## src/rtl/adc_sar_conv_controller.sv

```systemverilog
// SAR conversion sequencer: synchronises a start request, samples, then runs an
// N-bit successive-approximation search. Optional macro: ADC_SAR_CONT_MODE_EN.
module adc_sar_conv_controller #(
  parameter int RESOLUTION    = 8,
  parameter int SAMPLE_CYCLES = 4
) (
  input  logic                  clk,
  input  logic                  rst,
  input  logic                  ena_in,
  input  logic                  comparator_in,
`ifdef ADC_SAR_CONT_MODE_EN
  input  logic                  cont_mode,
`endif
  output logic                  sample_out,
  output logic [RESOLUTION-1:0] dac_code,
  output logic [RESOLUTION-1:0] result,
  output logic                  result_valid,
  output logic                  busy
);

  localparam int PTR_W = (RESOLUTION > 1) ? $clog2(RESOLUTION) : 1;

  localparam logic [1:0] ST_IDLE    = 2'd0;
  localparam logic [1:0] ST_SAMPLE  = 2'd1;
  localparam logic [1:0] ST_CONVERT = 2'd2;
  localparam logic [1:0] ST_DONE    = 2'd3;

  localparam logic [7:0]       CNT_LOAD = 8'(SAMPLE_CYCLES - 1);
  localparam logic [PTR_W-1:0] PTR_MSB  = PTR_W'(RESOLUTION - 1);

  logic [2:0]            sync_q, sync_d;
  logic [1:0]            state_q, state_d;
  logic [7:0]            cnt_q, cnt_d;
  logic [PTR_W-1:0]      ptr_q, ptr_d;
  logic [RESOLUTION-1:0] dac_q, dac_d;
  logic [RESOLUTION-1:0] result_q, result_d;
  logic                  start_evt;
  logic                  restart;

  // sync_q[1] is the metastability-safe copy; sync_q[2] delays it for edge detect.
  assign sync_d    = {sync_q[1:0], ena_in};
  assign start_evt = sync_q[1] & ~sync_q[2];

`ifdef ADC_SAR_CONT_MODE_EN
  assign restart = cont_mode;
`else
  assign restart = 1'b0;
`endif

  always_comb begin
    // NOTE: every variable gets its hold value first so no path leaves it
    // unassigned; that keeps this block purely combinational (no latches).
    state_d  = state_q;
    cnt_d    = cnt_q;
    ptr_d    = ptr_q;
    dac_d    = dac_q;
    result_d = result_q;
    case (state_q)
      ST_IDLE: begin
        if (start_evt) begin
          state_d = ST_SAMPLE;
          cnt_d   = CNT_LOAD;
          dac_d   = '0;
        end
      end
      ST_SAMPLE: begin
        if (cnt_q == 8'd0) begin
          state_d                = ST_CONVERT;
          dac_d                  = '0;
          dac_d[RESOLUTION-1]    = 1'b1;
          ptr_d                  = PTR_MSB;
        end else begin
          cnt_d = cnt_q - 8'd1;
        end
      end
      ST_CONVERT: begin
        // Keep the trial bit only if Vin is at or above the current DAC level.
        dac_d[ptr_q] = comparator_in;
        if (ptr_q != '0) begin
          dac_d[ptr_q - 1'b1] = 1'b1;
          ptr_d               = ptr_q - 1'b1;
        end else begin
          state_d  = ST_DONE;
          result_d = dac_d;
        end
      end
      ST_DONE: begin
        dac_d = '0;
        if (restart) begin
          state_d = ST_SAMPLE;
          cnt_d   = CNT_LOAD;
        end else begin
          state_d = ST_IDLE;
        end
      end
      default: state_d = ST_IDLE;
    endcase
  end

  // NOTE: state updates use non-blocking assignments so every flop samples the
  // pre-edge values of its neighbours, independent of statement order.
  always_ff @(posedge clk or posedge rst) begin
    if (rst) begin
      sync_q   <= '0;
      state_q  <= ST_IDLE;
      cnt_q    <= '0;
      ptr_q    <= '0;
      dac_q    <= '0;
      result_q <= '0;
    end else begin
      sync_q   <= sync_d;
      state_q  <= state_d;
      cnt_q    <= cnt_d;
      ptr_q    <= ptr_d;
      dac_q    <= dac_d;
      result_q <= result_d;
    end
  end

  assign sample_out   = (state_q == ST_SAMPLE);
  assign busy         = (state_q == ST_SAMPLE) || (state_q == ST_CONVERT);
  assign result_valid = (state_q == ST_DONE);
  assign dac_code     = dac_q;
  assign result       = result_q;

endmodule

```

## config.mk

```make
export PLATFORM = sky130hd
export DESIGN_NAME = adc_sar_conv_controller
export DESIGN_NICKNAME = d
export VERILOG_FILES = /design/src/rtl/adc_sar_conv_controller.sv
export SDC_FILE = /design/constraint.sdc
export NUM_CORES = 1
export LEC_CHECK = 0
export CORE_MARGIN = 3
export CORE_UTILIZATION = 35
export DETAILED_ROUTE_END_ITERATION = 10
export PLACE_DENSITY_LB_ADDON = 0.2
export SLEW_MARGIN = 20
export SYNTH_ARGS = -nofsm -noshare
export SYNTH_HDL_FRONTEND = slang
export SYNTH_SLANG_ARGS = --single-unit
export TNS_END_PERCENT = 20
```

## constraint.sdc

```tcl
create_clock -name clk -period 2.1 [get_ports clk]
set_input_delay 0.42 -clock clk [delete_from_list [all_inputs] [get_ports clk]]
set_output_delay 0.42 -clock clk [all_outputs]
set_load 0.1 [all_outputs]
```

======== After elaboration in Yosys (flattened, before gate mapping) ========
Index checks and enable logic that the tools add are counted.
W data, S select, Z words.
operators by class
  add/subtract/negate cells ............... 2
  $lt $le $gt $ge ......................... 4
  equal/unequal tests ..................... 8
  muxes and demuxes ....................... 19
  bitwise gates (word level) .............. 4
  reduce and logical (&&, ||, !) cells .... 13
operators with widths
  operator               count
  $mux W8                5
  $pmux W8 S4            1
  $pmux W8 S2            1
  $reduce_and A3 Y1      3
  $bwmux W8              1
  $logic_not A8 Y1       1
  $lt A3 B4 Y1 const B   2
  $ne A2 B2 Y1 const B   4
  $or A8 B8 Y8           1
  $pmux W2 S4            1
  $sub A8 B1 Y8 const B  1
  $demux W1 S3           2
  $ge A3 B1 Y1 const B   2
  $mux W2                3
  $mux W3                2
  $pmux W3 S2            1
  $eq A2 B2 Y1 const B   2
  $reduce_and A2 Y1      2
  $reduce_bool A2 Y1     2
  $reduce_bool A3 Y1     1
  $sub A3 B1 Y3 const B  1
  $eq A2 B1 Y1 const B   1
  $logic_and A1 B1 Y1    2
  $logic_not A2 Y1       1
  5 further kinds        7
storage, ports and cells
  register bits ........................... 32
  input bits .............................. 4
  word-level logic and storage cells ...... 56

======== Logic depth before layout (Yosys ltp) ========
Gate-level depths: netlist of run 1.
  depth in word-level cells ............... 8
  depth in mapped cells ................... 7
  gate-level depth less buffers ........... 6

======== Least setup slack after synthesis of run 1 ========
OpenSTA, ideal clock, no wires.
  path type ............................... reg2reg
  from .................................... reg state_q[1]
  to ...................................... reg dac_q[7], in the netlist dac_code[7]
  setup time .............................. 126 ps
  arrival time ............................ 2343 ps
  slack ................................... -369 ps
  cell stages (with the launch flop) ...... 7
  period minus slack after synthesis ...... 2469 ps
  path through ............................ dfrtp_1 inv_1 ha_1 clkbuf_1 o21ai_4 and3_2 a221o_1
between the ends
  cells in the longest elaborated chain, start to end .. 3
  elaborated cells on any way between the ends .. 8
  those cells by class .................... eq/ne (5); mux (1); reduce/logical (2)
ends and longest elaborated chain
  what                         line  text
  start: declaration           32    logic [1:0] state_q, state_d;
  start signal: assignment     112   state_q <= state_d;
  $eq A2 B1 Y1 *               n/a
  net sample_out               14    output logic sample_out,
  $ne A2 B1 Y1 (no line)       n/a
  $reduce_and A2 Y1 (no line)  n/a
  end signal: assignment       108   dac_q <= '0;
  end signal: assignment       115   dac_q <= dac_d;
  end: declaration             35    logic [RESOLUTION-1:0] dac_q, dac_d;
Mark *: on every way through the listed nets, which the timed path passes. The rest lies on a longest branch.
A chain may end at the register's enable or synchronous reset.

======== Final worst setup path of run 1 ========
  from .................................... reg cnt_q[0]
  to ...................................... reg ptr_q[2]
between the ends
  cells in the longest elaborated chain, start to end .. 3
ends and longest elaborated chain
  what                         line  text
  start: declaration           33    logic [7:0] cnt_q, cnt_d;
  start signal: assignment     113   cnt_q <= cnt_d;
  $logic_not A8 Y1             67    if (cnt_q == 8'd0) begin
  $ne A2 B1 Y1 (no line)       n/a
  $reduce_and A3 Y1 (no line)  n/a
  end signal: assignment       114   ptr_q <= ptr_d;
  end: declaration             34    logic [PTR_W-1:0] ptr_q, ptr_d;
No other way between the ends.

==> results.ini, run 1 <==
[run_status]
outcome = finished clean

[pwr]
finalPower_w = 0.00365
leakage_nw = 1.02
power_density_nw_per_um2 = 1590
ir_drop_uv = 810

[sta]
period_minus_slack_ns = 2.01
grt_setup_unrepaired = yes
worst_slew_pin_slew_ns = 0.596
skew_ns = 0.00839
min_period_over_period = 0.959
setup_viol = 0
tns_ns = 0
max_freq_mhz = 496
hold_violations = 0
setup_ws_ns = 0.0857
relSlewSlack = 0.599
finalMaxSlewViolations = 0

[logic_synthesis]
synthCells = 186
post_synth_num_cell_types = 46
synth_compound_area_frac = 0.207
syn_nets = 199
synth_area_leaders = dfrtp_1 44%, ha_1 6.1%, a21oi_1 3.3%
synth_xor_area_frac = 0
ys_ff_latch = 32
synth_fa_ha_area_frac = 0.0614
muxShareOfSynthArea = 0.0655
synthSimpleGateAreaFrac = 0.190
synth_top_cell_area_share = 0.437
synth-async-reset-ratio = 1.00
synth_top_family_by_area = compound AO/OA/AOI/OAI gates
synth_top_area_cell = dfrtp_1
seq_area_frac_synth = 0.437
synth_top_flop_cell = dfrtp_1
synth.avg_cell_area_um2 = 9.86
netlist_area_um2 = 1830
yosys_warnings = 0
synth-edff-count = 0

[clock_tree]
cts_tree = built
insertion_delay_ns = 0.28
htree_num_levels = 2
clock-sinks = 32
cts_max_path_buffers = 2
cts_root_buffer = clkbuf_8
cts_buffers = 5
path_clk_slew_ns = 0.07

[global_route]
grt_antenna_before_repair = 0
grt_usage = 0.155
grt_pass1_wl_mm = 7.69
grt_start_max_net_pins = 33
grt_overflow_total = 0
grt_pass1_vias = 1617

[cells_and_area]
drive_above_1_share = 0.237
synthToLayoutAreaGrowth_pct = 24.8
diodes = 0
design_area_um2 = 2290
nets = 228
final_cell_mix = 32 x dfrtp_1, 24 x buf_4, 13 x nand2_1
final_common_cell = dfrtp_1
fillers = 484

[place]
io_buffers = 22
place_hpwl_mm = 3.12
dpl-instance-area_um2 = 2160
gp_congestion = 0.904
dp_slack_ns = 0.0387

[setup_path]
cp-end-kind = flip-flop
rr_startpoint = cnt_q[0]$_DFFE_PP0P_
regToRegSetupSlack_ns = 0.09
critPathLaunch = cnt_q[0]$_DFFE_PP0P_
cp_data_arrival_time_ns = 2.18
r2r-end = ptr_q[2]$_DFFE_PP0P_
cp_data_required_time_ns = 2.26
endpoint = ptr_q[2]$_DFFE_PP0P_
worstRegToRegCells = 7
worst-setup-path-type = reg2reg
cp-start-kind = flip-flop
critPathMaxFanout = 6

[die]
die_w_um = 78.4
ios = 23
start_util = 0.376
coreArea_um2 = 4880
rows = 25
dieArea_um2 = 6140
die_h_um = 78.4

[flow_run]
cap_violations = 0

[drt]
firstDrtPassIters = 4
drt_iter0_markers = 107
viasPerCell = 5.49
route.vias.total = 1549
wire_per_inst_um = 15.2
drt_wl_total_mm = 4.29
drc = 0
ant_nets = 0

[hold_path]
min_path_type = reg2reg

==> kinds of logic (layout without fill, tap and decap cells) <==
logic type                 count (synthesis)  count (layout)
DFF                                       32              32
AOI/OAI and AO/OA                         55              55
and+or+nand+nor                           60              60
buffers and inverters                     19              48
adders and majority gates                  9               9
muxes                                     11              11
==> per-stage QoR <==
step           cells  utilization  hold slack [ns]
2_1_floorplan    186            -            0.331
3_3_place_gp     274        0.444            0.335
3_5_place_dp     274        0.444            0.340
4_1_cts          281        0.463            0.375
5_1_grt          282        0.469            0.390
6_report         282        0.469            0.371
==> worst max-delay path, stage by stage, from the launching register on <==
cell	delay, ns
dfrtp_1	0.40
inv_1	0.12
ha_1	0.17
or3b_4	0.42
o21ai_4	0.29
buf_4	0.19
nand3_1	0.08
a32o_1	0.22
==> where the power goes <==
| group | internal [W] | total [W] | switching [W] |
|---|---|---|---|
| registers | 0.000764 | 0.000907 | 0.000143 |
| clock network | 0.000292 | 0.000504 | 0.000212 |
| logic | 0.000784 | 0.00224 | 0.00145 |
| total | 0.00184 | 0.00365 | 0.00181 |
==> state kept, by name, summed over array words and instances, names as in the netlist <==
name      flops
cnt_q         8
dac_code      8
ptr_q         3
result        8
state_q       2
sync_q        3
==> cell usage after synthesis (2+ instances only) <==
cell type  instances
or3b_2             2
nand3b_1           2
dfrtp_1           32
mux2_2             4
o21ai_0           10
nor4_1             2
nor3_1             5
inv_1             11
a22o_1             4
o31ai_1            8
o211ai_1           2
ha_1               9
nand2b_1           4
nor2_1             5
nor3b_1            5
o2bb2ai_1          2
nand2_1           13
nand3_1            5
a21oi_1           12
or4_1              4
a211oi_1           2
a31oi_1            4
or3_1              3
nor2b_1            2
clkbuf_1           7
mux2i_1            6
or2_2              2
==> timing repair <==
action	4_1_cts	5_1_grt
endpoints found under the setup margin	0	10
endpoints found under the hold margin	0	0
resized for setup	0	4
hold buffers	0	0
setup buffers	0	1
==> how the worst min path moves through the flow <==
stage	startpoint	endpoint	slack, ns	cells past startpoint
4_1_cts	sync_q[0]$_DFF_PP0_	sync_q[1]$_DFF_PP0_	0.37	0
2_1_floorplan	sync_q[0]$_DFF_PP0_	sync_q[1]$_DFF_PP0_	0.33	0
3_3_place_gp	sync_q[0]$_DFF_PP0_	sync_q[1]$_DFF_PP0_	0.34	0
5_1_grt	sync_q[0]$_DFF_PP0_	sync_q[1]$_DFF_PP0_	0.39	0
3_5_place_dp	sync_q[0]$_DFF_PP0_	sync_q[1]$_DFF_PP0_	0.34	0
6_report	sync_q[0]$_DFF_PP0_	sync_q[1]$_DFF_PP0_	0.37	0
==> area by class of cell <==
cell class | count | area [µm²] | share of cell area
Sequential cell | 32 | 801 | 0.350
Timing Repair Buffer | 30 | 270 | 0.118
Multi-Input combinational cell | 135 | 997 | 0.436
Tap cell | 67 | 83.8 | 0.0366
Clock buffer | 7 | 96.3 | 0.0421
Inverter | 11 | 41.3 | 0.0180
==> layer usage <==
layer  wire, µm  GRT usage
met1       2040      0.212
met2       2020      0.242
met3        153     0.0333
met4         78     0.0559
met5          0          0
No activity file was read; power rests on OpenSTA's default activity.
==> inputs of run 2 (changes only) <==
CORE_ASPECT_RATIO = 0.75   (was not set)
CTS_CLUSTER_DIAMETER = 200   (was not set)
==> run 2 against run 1 <==
Net effect: setup slack better by 0.023 ns; wire length down 4.8%; clock-buffer cell count is 1 higher.
==> results.ini, run 2 (synthesis results as in run 1) <==
[run_status]
outcome = finished clean

[cells_and_area]
final_util = 0.462  ; -0.00740
fillers = 468  ; -3.3%
final_cell_mix = 32 x dfrtp_1, 28 x buf_4, 13 x nand2_1
drive_above_1_share = 0.241  ; +0.00370
multi_input_comb_area_um2 = 978  ; -1.9%
stdcell_count = 292  ; +3.5%
synthToLayoutAreaGrowth_pct = 25.4
final_common_cell = dfrtp_1
nets = 232  ; +1.8%
regArea_um2 = 801  ; unchanged
design_area_um2 = 2300  ; +0.49%
diodes = 0  ; unchanged

[setup_path]
cp_data_required_time_ns = 2.26  ; about the same
cp_data_arrival_time_ns = 2.15  ; -0.03 ns
cp-end-kind = flip-flop
critPathMaxFanout = 7  ; +1
cp-start-kind = flip-flop
worst-setup-path-type = reg2reg
worstRegToRegCells = 5  ; -2

[die]
coreArea_um2 = 4980  ; +2.1%
die_h_um = 68.7  ; -12%
ios = 23  ; unchanged
start_util = 0.368  ; -0.00774
dieArea_um2 = 6150  ; +0.15%
rows = 22  ; -12%
die_w_um = 89.6  ; +14%

[hold_path]
hold_depth = 0  ; unchanged
min_path_type = reg2reg

[drt]
drt_iter0_markers = 95  ; -11%
drc = 0  ; unchanged
viasPerCell = 5.09  ; -7.4%
firstDrtPassIters = 4  ; unchanged
route.vias.total = 1485  ; -4.1%
wire_per_inst_um = 14.0  ; -8.1%
drt_wl_total_mm = 4.09  ; -4.8%
ant_nets = 0  ; unchanged

[sta]
hold_violations = 0  ; unchanged
relSlewSlack = 0.721  ; +0.121
grt_setup_unrepaired = no
setup_viol = 0  ; unchanged
tns_ns = 0  ; unchanged
max_freq_mhz = 502  ; +1.2%
finalMaxSlewViolations = 0  ; unchanged
min_period_over_period = 0.948  ; -0.0111
worst_slew_pin_slew_ns = 0.419  ; -0.177 ns
period_minus_slack_ns = 1.99  ; -0.0233 ns
skew_ns = 0.00677  ; -0.00162 ns
worst_hold_slack_ns = 0.350  ; -0.0211 ns

[clock_tree]
clock-sinks = 32  ; unchanged
insertion_delay_ns = 0.28  ; about the same
cts_buffers = 5  ; unchanged
htree_num_levels = 2  ; unchanged
cts_root_buffer = clkbuf_8
cts_max_path_buffers = 2  ; unchanged
cts_tree = built
path_clk_slew_ns = 0.06  ; about the same

[pwr]
swShare = 0.498  ; +0.00197
ir_drop_uv = 621  ; -23%
pwr-share-clk = 0.137  ; about the same
leakage_nw = 1.03  ; +1.3%
p_switching_w = 0.00177  ; -2.0%
power_density_nw_per_um2 = 1550  ; -2.9%
p_int_w = 0.00179  ; -2.8%
seq_power_share = 0.250  ; about the same
comb_power_share = 0.613  ; about the same

[global_route]
grt_pass1_wl_mm = 7.00  ; -9.0%
grt_antenna_before_repair = 0  ; unchanged
grt_start_max_net_pins = 33  ; unchanged
grt_usage = 0.153  ; -0.00256
grt_pass1_vias = 1327  ; -18%
grt_overflow_total = 0  ; unchanged

[place]
io_buffers = 22  ; unchanged
place_hpwl_mm = 3.00  ; -3.7%
gp_congestion = 0.818  ; -9.5%
dpl-instance-area_um2 = 2210  ; +2.0%
dpl.cell_count = 284  ; +3.6%

[flow_run]
cap_violations = 0  ; unchanged

## run 2: layer usage
layer / global-route usage / share of wire / wire (µm)
met1: 0.266 / 0.57 / 2320
met5: 0 / 0 / 0
met3: 0.0392 / 0.063 / 259
met4: 0.0446 / 0.0098 / 40
met2: 0.168 / 0.36 / 1470
## run 2: per-stage QoR
step	setup slack (ns)	power, W
5_1_grt	0.0161	0.00382
3_5_place_dp	0.0687	0.00306
3_3_place_gp	0.128	0.00307
4_1_cts	0.0446	0.00356
6_report	0.109	0.00356
2_1_floorplan	0.0966	0.00250
## run 2: power by group through the flow
| stage | Combinational, W | Clock (W) | Sequential [W] |
|---|---|---|---|
| after floorplan | 0.00132 | 0 | 0.00117 |
| after global placement | 0.00218 | 0 | 0.000893 |
| after detailed placement | 0.00217 | 0 | 0.000889 |
| after CTS | 0.00218 | 0.000498 | 0.000886 |
| after global routing | 0.00238 | 0.000528 | 0.000913 |
| final | 0.00218 | 0.000487 | 0.000889 |
## run 2: final timing paths
kind | from | endpoint | slack (ns)
max reg2reg | cnt_q[4]$_DFFE_PP0P_ | ptr_q[2]$_DFFE_PP0P_ | 0.11
min reg2reg | sync_q[0]$_DFF_PP0_ | sync_q[1]$_DFF_PP0_ | 0.35
min | sync_q[0]$_DFF_PP0_ | sync_q[1]$_DFF_PP0_ | 0.35
min in group asynchronous | rst | sync_q[0]$_DFF_PP0_ | 0.51
max | cnt_q[4]$_DFFE_PP0P_ | ptr_q[2]$_DFFE_PP0P_ | 0.11
max in group asynchronous | rst | cnt_q[7]$_DFFE_PP0P_ | 1.29
## run 2: critical path, cell delays in order, from the launching register on
cell,delay (ns)
dfrtp_1,0.41
or4_1,0.69
o21ai_4,0.30
buf_4,0.18
nand3_1,0.07
a32o_1,0.22
## run 2: cell type report
| cell class | count | area share |
|---|---|---|
| multi-input combinational | 135 | 0.425 |
| sequential | 32 | 0.348 |
| timing repair buffer | 34 | 0.131 |
| clock buffer | 8 | 0.0392 |
| tap | 72 | 0.0392 |
| inverter | 11 | 0.0179 |
## run 2: timing repair
action,CTS,global route
hold buffers,0,0
gates resized for setup,0,2
setup buffers,0,0
setup endpoints to repair,0,4
==> inputs of run 3 (changes only) <==
HOLD_SLACK_MARGIN = 0.05   (was not set)
==> results of run 3 <==
The final DEF is identical to that of run 2; final timing and power are the same.
